## config.mk

```make
export PLATFORM = sky130hd
export DESIGN_NAME = etx_protocol_burst_flat
export DESIGN_NICKNAME = d
export VERILOG_FILES = /design/src/rtl/elink_pkg.sv /design/src/rtl/etx_protocol_burst_if.sv /design/src/rtl/etx_wait_sync.sv /design/src/rtl/etx_protocol_burst.sv /design/src/flat_wrapper.sv
export SDC_FILE = /design/constraint.sdc
export NUM_CORES = 1
export LEC_CHECK = 0
export BUFFER_PORTS_ARGS = -buffer_cell sky130_fd_sc_hd__buf_4
export CAP_MARGIN = 20
export CORE_ASPECT_RATIO = 0.5
export CORE_MARGIN = 1.5
export CORE_UTILIZATION = 52
export DETAILED_ROUTE_END_ITERATION = 12
export HOLD_SLACK_MARGIN = 0.1
export MAX_ROUTING_LAYER = met4
export PLACE_DENSITY = 0.78
export SETUP_SLACK_MARGIN = 0.4
export SYNTH_ARGS = -nofsm -noshare
export SYNTH_HDL_FRONTEND = slang
export SYNTH_HIERARCHICAL = 1
export SYNTH_SLANG_ARGS = --single-unit
```

## constraint.sdc

```tcl
create_clock -name tx_lclk_par -period 3.9 [get_ports tx_lclk_par]
set_input_delay 0.195 -clock tx_lclk_par [delete_from_list [all_inputs] [get_ports tx_lclk_par]]
set_output_delay 0.195 -clock tx_lclk_par [all_outputs]
set_load 0.01 [all_outputs]
```

## src/rtl/elink_pkg.sv

```systemverilog
// rtl/elink_pkg.sv - shared eLink TX constants, FSM state encoding and header packing
package elink_pkg;

  localparam logic [1:0] DM_DOUBLE  = 2'b11;

  localparam logic [7:0] FRAME_HDR  = 8'h3F;
  localparam logic [7:0] FRAME_DATA = 8'hFF;
  localparam logic [7:0] FRAME_IDLE = 8'h00;

  localparam int B0_LSB = 40;
  localparam int B1_LSB = 32;
  localparam int B4_LSB = 8;
  localparam int B5_LSB = 0;

  typedef enum logic [1:0] {
    IDLE = 2'd0,
    HDR  = 2'd1,
    DATA = 2'd2
  } tx_state_t;

  // B2..B4 carry dst[27:4] as one contiguous 24-bit field ending at B4
  function automatic logic [63:0] make_header(input logic        write,
                                              input logic        inc,
                                              input logic [1:0]  datamode,
                                              input logic [3:0]  ctrlmode,
                                              input logic [31:0] dst);
    logic [63:0] h;
    h               = '0;
    h[B0_LSB +: 8]  = {~write, inc, 6'd0};
    h[B1_LSB +: 8]  = {ctrlmode, dst[31:28]};
    h[B4_LSB +: 24] = dst[27:4];
    h[B5_LSB +: 8]  = {dst[3:0], datamode, write, 1'b1};
    return h;
  endfunction

endpackage

```

## src/rtl/etx_protocol_burst_if.sv

```systemverilog
// rtl/etx_protocol_burst_if.sv - eMesh transaction handshake between TX arbiter and encoder
interface etx_protocol_burst_if;
  logic        etx_access;
  logic        etx_write;
  logic [1:0]  etx_datamode;
  logic [3:0]  etx_ctrlmode;
  logic [31:0] etx_dstaddr;
  logic [31:0] etx_srcaddr;
  logic [31:0] etx_data;
  logic        etx_ack;

  modport master (
    output etx_access, etx_write, etx_datamode, etx_ctrlmode,
           etx_dstaddr, etx_srcaddr, etx_data,
    input  etx_ack
  );

  modport slave (
    input  etx_access, etx_write, etx_datamode, etx_ctrlmode,
           etx_dstaddr, etx_srcaddr, etx_data,
    output etx_ack
  );
endinterface

```

## src/rtl/etx_wait_sync.sv

```systemverilog
// rtl/etx_wait_sync.sv - multi-flop synchronizer for link wait inputs, async active-low clear
module etx_wait_sync #(
  parameter int STAGES = 2
) (
  input  logic clk,
  input  logic rst_n,
  input  logic d,
  output logic q
);

  logic [STAGES-1:0] sync;

  always_ff @(posedge clk or negedge rst_n) begin
    if (!rst_n) sync <= '0;
    else        sync <= {sync[STAGES-2:0], d};
  end

  assign q = sync[STAGES-1];

endmodule

```

## src/rtl/etx_protocol_burst.sv

```systemverilog
// rtl/etx_protocol_burst.sv - eLink TX protocol encoder with sequential double-write burst merging
module etx_protocol_burst
  import elink_pkg::*;
#(
  parameter int BURST_EN    = 1,
  parameter int MAX_BURST   = 16,
  parameter int SYNC_STAGES = 2
) (
  input  logic                 tx_lclk_par,
  input  logic                 nreset,
  etx_protocol_burst_if.slave  etx,
  output logic                 etx_rd_wait,
  output logic                 etx_wr_wait,
  output logic [7:0]           tx_frame_par,
  output logic [63:0]          tx_data_par,
  input  logic                 tx_rd_wait,
  input  logic                 tx_wr_wait,
  output logic [1:0]           ecfg_tx_datain,
  output logic                 burst_active
);

  localparam logic [8:0] MAX_CNT = 9'(MAX_BURST);

  tx_state_t   state, state_d;
  logic        cap_write;
  logic [1:0]  cap_datamode;
  logic [3:0]  cap_ctrlmode;
  logic [31:0] cap_dst, cap_src, cap_data;
  logic [8:0]  beat_cnt, cnt_d;
  logic [7:0]  frame_d;
  logic [63:0] data_d;
  logic        burst_d, load, ack;
  logic        blocked, inc_in, cap_inc, burst_match;

  etx_wait_sync #(.STAGES(SYNC_STAGES)) u_rd_sync (
    .clk(tx_lclk_par), .rst_n(nreset), .d(tx_rd_wait), .q(etx_rd_wait)
  );

  etx_wait_sync #(.STAGES(SYNC_STAGES)) u_wr_sync (
    .clk(tx_lclk_par), .rst_n(nreset), .d(tx_wr_wait), .q(etx_wr_wait)
  );

  assign ecfg_tx_datain = {etx_wr_wait, etx_rd_wait};
  assign blocked        = etx.etx_write ? etx_wr_wait : etx_rd_wait;
  assign inc_in         = (BURST_EN != 0) && etx.etx_write && (etx.etx_datamode == DM_DOUBLE);
  assign cap_inc        = (BURST_EN != 0) && cap_write && (cap_datamode == DM_DOUBLE);

  // 33-bit compare rejects a successor address that only matches after wrapping
  assign burst_match = etx.etx_access && !etx_wr_wait && cap_inc &&
                       etx.etx_write && (etx.etx_datamode == DM_DOUBLE) &&
                       (etx.etx_ctrlmode == cap_ctrlmode) &&
                       ({1'b0, etx.etx_dstaddr} == ({1'b0, cap_dst} + 33'd8)) &&
                       (beat_cnt < MAX_CNT);

  // ack is held low while reset is asserted even though the FSM sits in IDLE
  assign etx.etx_ack = ack & nreset;

  always_ff @(posedge tx_lclk_par or negedge nreset) begin
    if (!nreset) state <= IDLE;
    else         state <= state_d;
  end

  always_comb begin
    state_d = state;
    case (state)
      IDLE:    if (ack) state_d = HDR;
      HDR:     state_d = DATA;
      DATA:    if (!burst_match) state_d = IDLE;
      default: state_d = IDLE;
    endcase
  end

  always_comb begin
    ack     = 1'b0;
    load    = 1'b0;
    frame_d = FRAME_IDLE;
    data_d  = '0;
    burst_d = 1'b0;
    cnt_d   = beat_cnt;
    case (state)
      IDLE: begin
        ack = etx.etx_access && !blocked;
        if (ack) begin
          load    = 1'b1;
          frame_d = FRAME_HDR;
          data_d  = make_header(etx.etx_write, inc_in, etx.etx_datamode,
                                etx.etx_ctrlmode, etx.etx_dstaddr);
        end
      end
      HDR: begin
        frame_d = FRAME_DATA;
        data_d  = {cap_data, cap_src};
        cnt_d   = 9'd1;
      end
      DATA: begin
        ack = burst_match;
        if (burst_match) begin
          load    = 1'b1;
          frame_d = FRAME_DATA;
          data_d  = {etx.etx_data, etx.etx_srcaddr};
          burst_d = 1'b1;
          cnt_d   = beat_cnt + 9'd1;
        end
      end
      default: ;
    endcase
  end

  always_ff @(posedge tx_lclk_par or negedge nreset) begin
    if (!nreset) begin
      tx_frame_par <= FRAME_IDLE;
      tx_data_par  <= '0;
      burst_active <= 1'b0;
      beat_cnt     <= '0;
      cap_write    <= 1'b0;
      cap_datamode <= '0;
      cap_ctrlmode <= '0;
      cap_dst      <= '0;
      cap_src      <= '0;
      cap_data     <= '0;
    end else begin
      tx_frame_par <= frame_d;
      tx_data_par  <= data_d;
      burst_active <= burst_d;
      beat_cnt     <= cnt_d;
      if (load) begin
        cap_write    <= etx.etx_write;
        cap_datamode <= etx.etx_datamode;
        cap_ctrlmode <= etx.etx_ctrlmode;
        cap_dst      <= etx.etx_dstaddr;
        cap_src      <= etx.etx_srcaddr;
        cap_data     <= etx.etx_data;
      end
    end
  end

endmodule

```

## src/flat_wrapper.sv

```systemverilog
// flat-port wrapper written by rule: the top's interface ports become plain ports
module etx_protocol_burst_flat import elink_pkg::*;
#(
  parameter int BURST_EN    = 1,
  parameter int MAX_BURST   = 16,
  parameter int SYNC_STAGES = 2
)
  (tx_lclk_par, nreset, etx_rd_wait, etx_wr_wait, tx_frame_par, tx_data_par, tx_rd_wait, tx_wr_wait, ecfg_tx_datain, burst_active, etx_etx_access, etx_etx_write, etx_etx_datamode, etx_etx_ctrlmode, etx_etx_dstaddr, etx_etx_srcaddr, etx_etx_data, etx_etx_ack);
  etx_protocol_burst_if etx_i ();
  input  logic tx_lclk_par;
  input  logic nreset;
  output logic etx_rd_wait;
  output logic etx_wr_wait;
  output logic [7:0] tx_frame_par;
  output logic [63:0] tx_data_par;
  input  logic tx_rd_wait;
  input  logic tx_wr_wait;
  output logic [1:0] ecfg_tx_datain;
  output logic burst_active;
  input wire logic [$bits(etx_i.etx_access)-1:0] etx_etx_access;
  input wire logic [$bits(etx_i.etx_write)-1:0] etx_etx_write;
  input wire logic [$bits(etx_i.etx_datamode)-1:0] etx_etx_datamode;
  input wire logic [$bits(etx_i.etx_ctrlmode)-1:0] etx_etx_ctrlmode;
  input wire logic [$bits(etx_i.etx_dstaddr)-1:0] etx_etx_dstaddr;
  input wire logic [$bits(etx_i.etx_srcaddr)-1:0] etx_etx_srcaddr;
  input wire logic [$bits(etx_i.etx_data)-1:0] etx_etx_data;
  output wire logic [$bits(etx_i.etx_ack)-1:0] etx_etx_ack;
  assign etx_i.etx_access = etx_etx_access;
  assign etx_i.etx_write = etx_etx_write;
  assign etx_i.etx_datamode = etx_etx_datamode;
  assign etx_i.etx_ctrlmode = etx_etx_ctrlmode;
  assign etx_i.etx_dstaddr = etx_etx_dstaddr;
  assign etx_i.etx_srcaddr = etx_etx_srcaddr;
  assign etx_i.etx_data = etx_etx_data;
  assign etx_etx_ack = etx_i.etx_ack;
  etx_protocol_burst #(.BURST_EN(BURST_EN), .MAX_BURST(MAX_BURST), .SYNC_STAGES(SYNC_STAGES)) u_core (.tx_lclk_par(tx_lclk_par), .nreset(nreset), .etx(etx_i), .etx_rd_wait(etx_rd_wait), .etx_wr_wait(etx_wr_wait), .tx_frame_par(tx_frame_par), .tx_data_par(tx_data_par), .tx_rd_wait(tx_rd_wait), .tx_wr_wait(tx_wr_wait), .ecfg_tx_datain(ecfg_tx_datain), .burst_active(burst_active));
endmodule
```

==> results_dict.tcl <==
set metrics [dict create \
    p_comb_share_pct 26.1 \
    final_cells 1254 \
    status "complete, no violations" \
    seqPwrFrac_pct 43.9 \
    synth_area_leaders "dfrtp_1, mux2_4, mux2_2" \
    skew_ns 0.0211 \
    p_total_mw 5.76 \
    ys_ff_latch 185 \
    slew_headroom_pct 32.2 \
    drt-pass1-iter-count 5 \
    switchingPower_mw 1.79 \
    postSynthNetCount 806 \
    criticalPathCategory "reg2out" \
    internal_power_mw 3.97 \
    wl_per_cell_um 20.2 \
    synth.mux.area_fraction_pct 15.8 \
    setup_tns_ns 0 \
    drt_iter0_markers 638 \
    antenna_cells 0 \
    rsz0062_at_grt "true" \
    final_antenna_net_count 0 \
    ios 186 \
    grt.overflow.total 0 \
    p_sw_share_pct 31.1 \
    place_congestion 0.890 \
    ys_seq_area_share_pct 53.8 \
    cap_violations 0 \
    ys_warn_count 6 \
    cts-root-buf "clkbuf_16" \
    syn_inst 696 \
    worst_skew_pair.late_latency_ns 0.44 \
    dp_hpwl_um 14200 \
    final_nets 1124 \
    worst_pin_slew_ns 1.02 \
    cts_sinks 185 \
    async_flop_share_pct 100 \
    synth-adder-area-share_pct 0.291 \
    setup_violations 0 \
    fmax_mhz 275 \
    timing.final.crit_share_pct 93.1 \
    die_h_um 94.0 \
    synth_enable_flop_cells 0 \
    startpoint "u_core/cap_dst[3]$_DFFE_PN0P_" \
    cts_buffers 17 \
    grt_max_degree 98 \
    drc 0 \
    min_from "etx_etx_access" \
    worstPathMaxFanout 3 \
    routed_via_density 5.70 \
    synthXorXnorAreaFrac_pct 4.58 \
    cp.arrival_ns 3.44 \
    worstPathCellList "buf_6, nand4_1, buf_4, or4_4, nor2_4, o32ai_2, or4_4, and4bb_2, a21oi_4, buf_12, nor2b_1, buf_4" \
    synth_top_family_by_area "multiplexers" \
    leakage_nw 5.90 \
    multi_input_area_um2 3730 \
    grt_usage_pct 29.6 \
    power_frac_clock_pct 30.0 \
    cp-end-kind "output port" \
    design.core.area_um2 16300 \
    dieArea_um2 17400 \
    layout-drive-gt1-share_pct 39.5 \
    synth_area_per_cell_um2 12.4 \
    required_ns 3.70 \
    synth_compound_area_share_pct 11.4 \
    startpoint_type "register" \
    fillCellCount 1023 \
    placed_area_um2 10200 \
    worstHoldPathType "in2reg" \
    start_util_pct 52.9 \
    dp_cells 1075 \
    routed-via-count 7150 \
    yosysMostFrequentCell "dfrtp_1" \
    pre_cts_ws_ns 0.363 \
    r2r-start "u_core/cap_dst[3]$_DFFE_PN0P_" \
    powerDensity_nw_per_um2 460 \
    ys_types 57 \
    area_growth_pct 45.4 \
    grt_pass1_wl_um 38100 \
    clk_path_buf_depth 2 \
    synthSimpleGateAreaFrac_pct 9.58 \
    synth_largest_area_cell "dfrtp_1" \
    slew_violations 0 \
    hold_violations 0 \
    syn-cell-area_um2 8610 \
    antenna_found_initial 1 \
    vdd_drop_max_mv 0.355 \
    rows 33 \
    synth_top_flop_cell "dfrtp_1" \
    grt_pass1_vias 7134 \
    path_clk_slew_ns 0.08 \
    final_area_um2 12500 \
    finalWirelength_um 25300 \
    cp_slowest_cell "or4_4" \
    portBuffers 185 \
    die-width_um 185 \
    setup_ws_ns 0.267 \
    cts_tree "built" \
    fin_crit_ns 3.63 \
    h-tree-depth 4 \
    ff_latch_area_um2 4640 \
    ys_top_cells_by_count "dfrtp_1, mux2_2, mux2_4" \
    critPathMaxStageDelay_ns 0.49 \
    synth_top_area_share_pct 53.8 \
]
power groups by stage:
| stage | sequential, mW | clock, mW | combinational (mW) |
|---|---|---|---|
| after floorplan | 2.50 | 0 | 0.775 |
| after global placement | 2.52 | 0 | 1.16 |
| after detailed placement | 2.54 | 0 | 1.20 |
| after CTS | 2.51 | 1.75 | 1.40 |
| after global routing | 2.56 | 1.83 | 1.61 |
| final | 2.53 | 1.73 | 1.50 |
final cells by class:
cell class	count	area share, %
inverter	37	1.11
clock inverter	15	1.35
clock buffer	17	3.40
tap	227	2.27
timing repair buffer	344	25.0
sequential	185	37.1
multi-input combinational	429	29.8
state kept, by name, summed over array words and instances (netlist names):
signal,count
u_core/cap_src,32
u_core/tx_data_par,64
u_core/cap_dst,32
u_core/u_wr_sync/sync,2
u_core/u_rd_sync/sync,2
u_core/state,2
u_core/cap_data,32
u_core/cap_datamode,2
u_core/tx_frame_par,2
u_core/cap_write,1
u_core/burst_active,1
u_core/beat_cnt,9
u_core/cap_ctrlmode,4
placed cells by master, fill, tap and decap left out, types with 9 or more instances in the layout:
cell type,n
nor4_1,12
nand4_1,21
mux2_4,48
a22o_1,23
nand3_1,19
dfrtp_1,178
buf_4,214
xor2_1,25
clkbuf_16,20
mux2_2,55
a22oi_1,38
inv_1,37
nor2_1,9
nand2_1,11
xnor2_1,19
a21oi_1,16
dlygate4sd3_1,107
o21ai_0,33
per-stage QoR:
stage,hold slack (ns),utilization (%)
final,0.206,76.9
after global placement,0.305,62.7
after global routing,0.211,76.9
after CTS,0.194,75.2
after detailed placement,0.312,62.7
after floorplan,-0.101,-
layer usage:
layer | GRT usage, % | vias to the layer above | routed length (µm)
met4 | 9.01 | 0 | 533
met3 | 5.97 | 55 | 1470
met2 | 46.9 | 294 | 12200
met1 | 38.8 | 3620 | 11000
met5 | - | - | 0
li1 | - | 3181 | -
cell families after synthesis:
logic type	count (synthesis)
muxes	105
buffers and inverters	82
and+or+nand+nor	137
DFF	185
AOI/OAI and AO/OA	140
xor gates and xnor gates	45
adders and majority gates	2
worst paths after layout:
kind                                                       to  slack (ns)  cells after the start
setup / recovery                                  etx_etx_ack        0.27                     12
hold / removal                u_core/tx_data_par[1]$_DFF_PN0_        0.21                      4
setup reg to reg                u_core/cap_src[4]$_DFFE_PN0P_        0.29                     13
hold reg to reg            u_core/u_wr_sync/sync[1]$_DFF_PN0_        0.36                      0
max in group asynchronous       u_core/cap_dst[6]$_DFFE_PN0P_        3.00                      3
min in group asynchronous      u_core/cap_dst[22]$_DFFE_PN0P_        0.45                      3
worst max-delay path: cells and delay by family, from the launching register on:
family          cells  cell delay [ns]
simple gates        6             1.73
buf+inv             4             0.68
flops               1             0.41
compound gates      2             0.18
timing repair:
item,4_1_cts,5_1_grt
pin swaps,9,9
resized for setup,17,23
hold buffers,108,0
gates cloned,3,4
hold endpoints to repair,257,0
setup buffers,20,12
endpoints found under the setup margin,117,143
No activity file was read; power rests on OpenSTA's default activity.
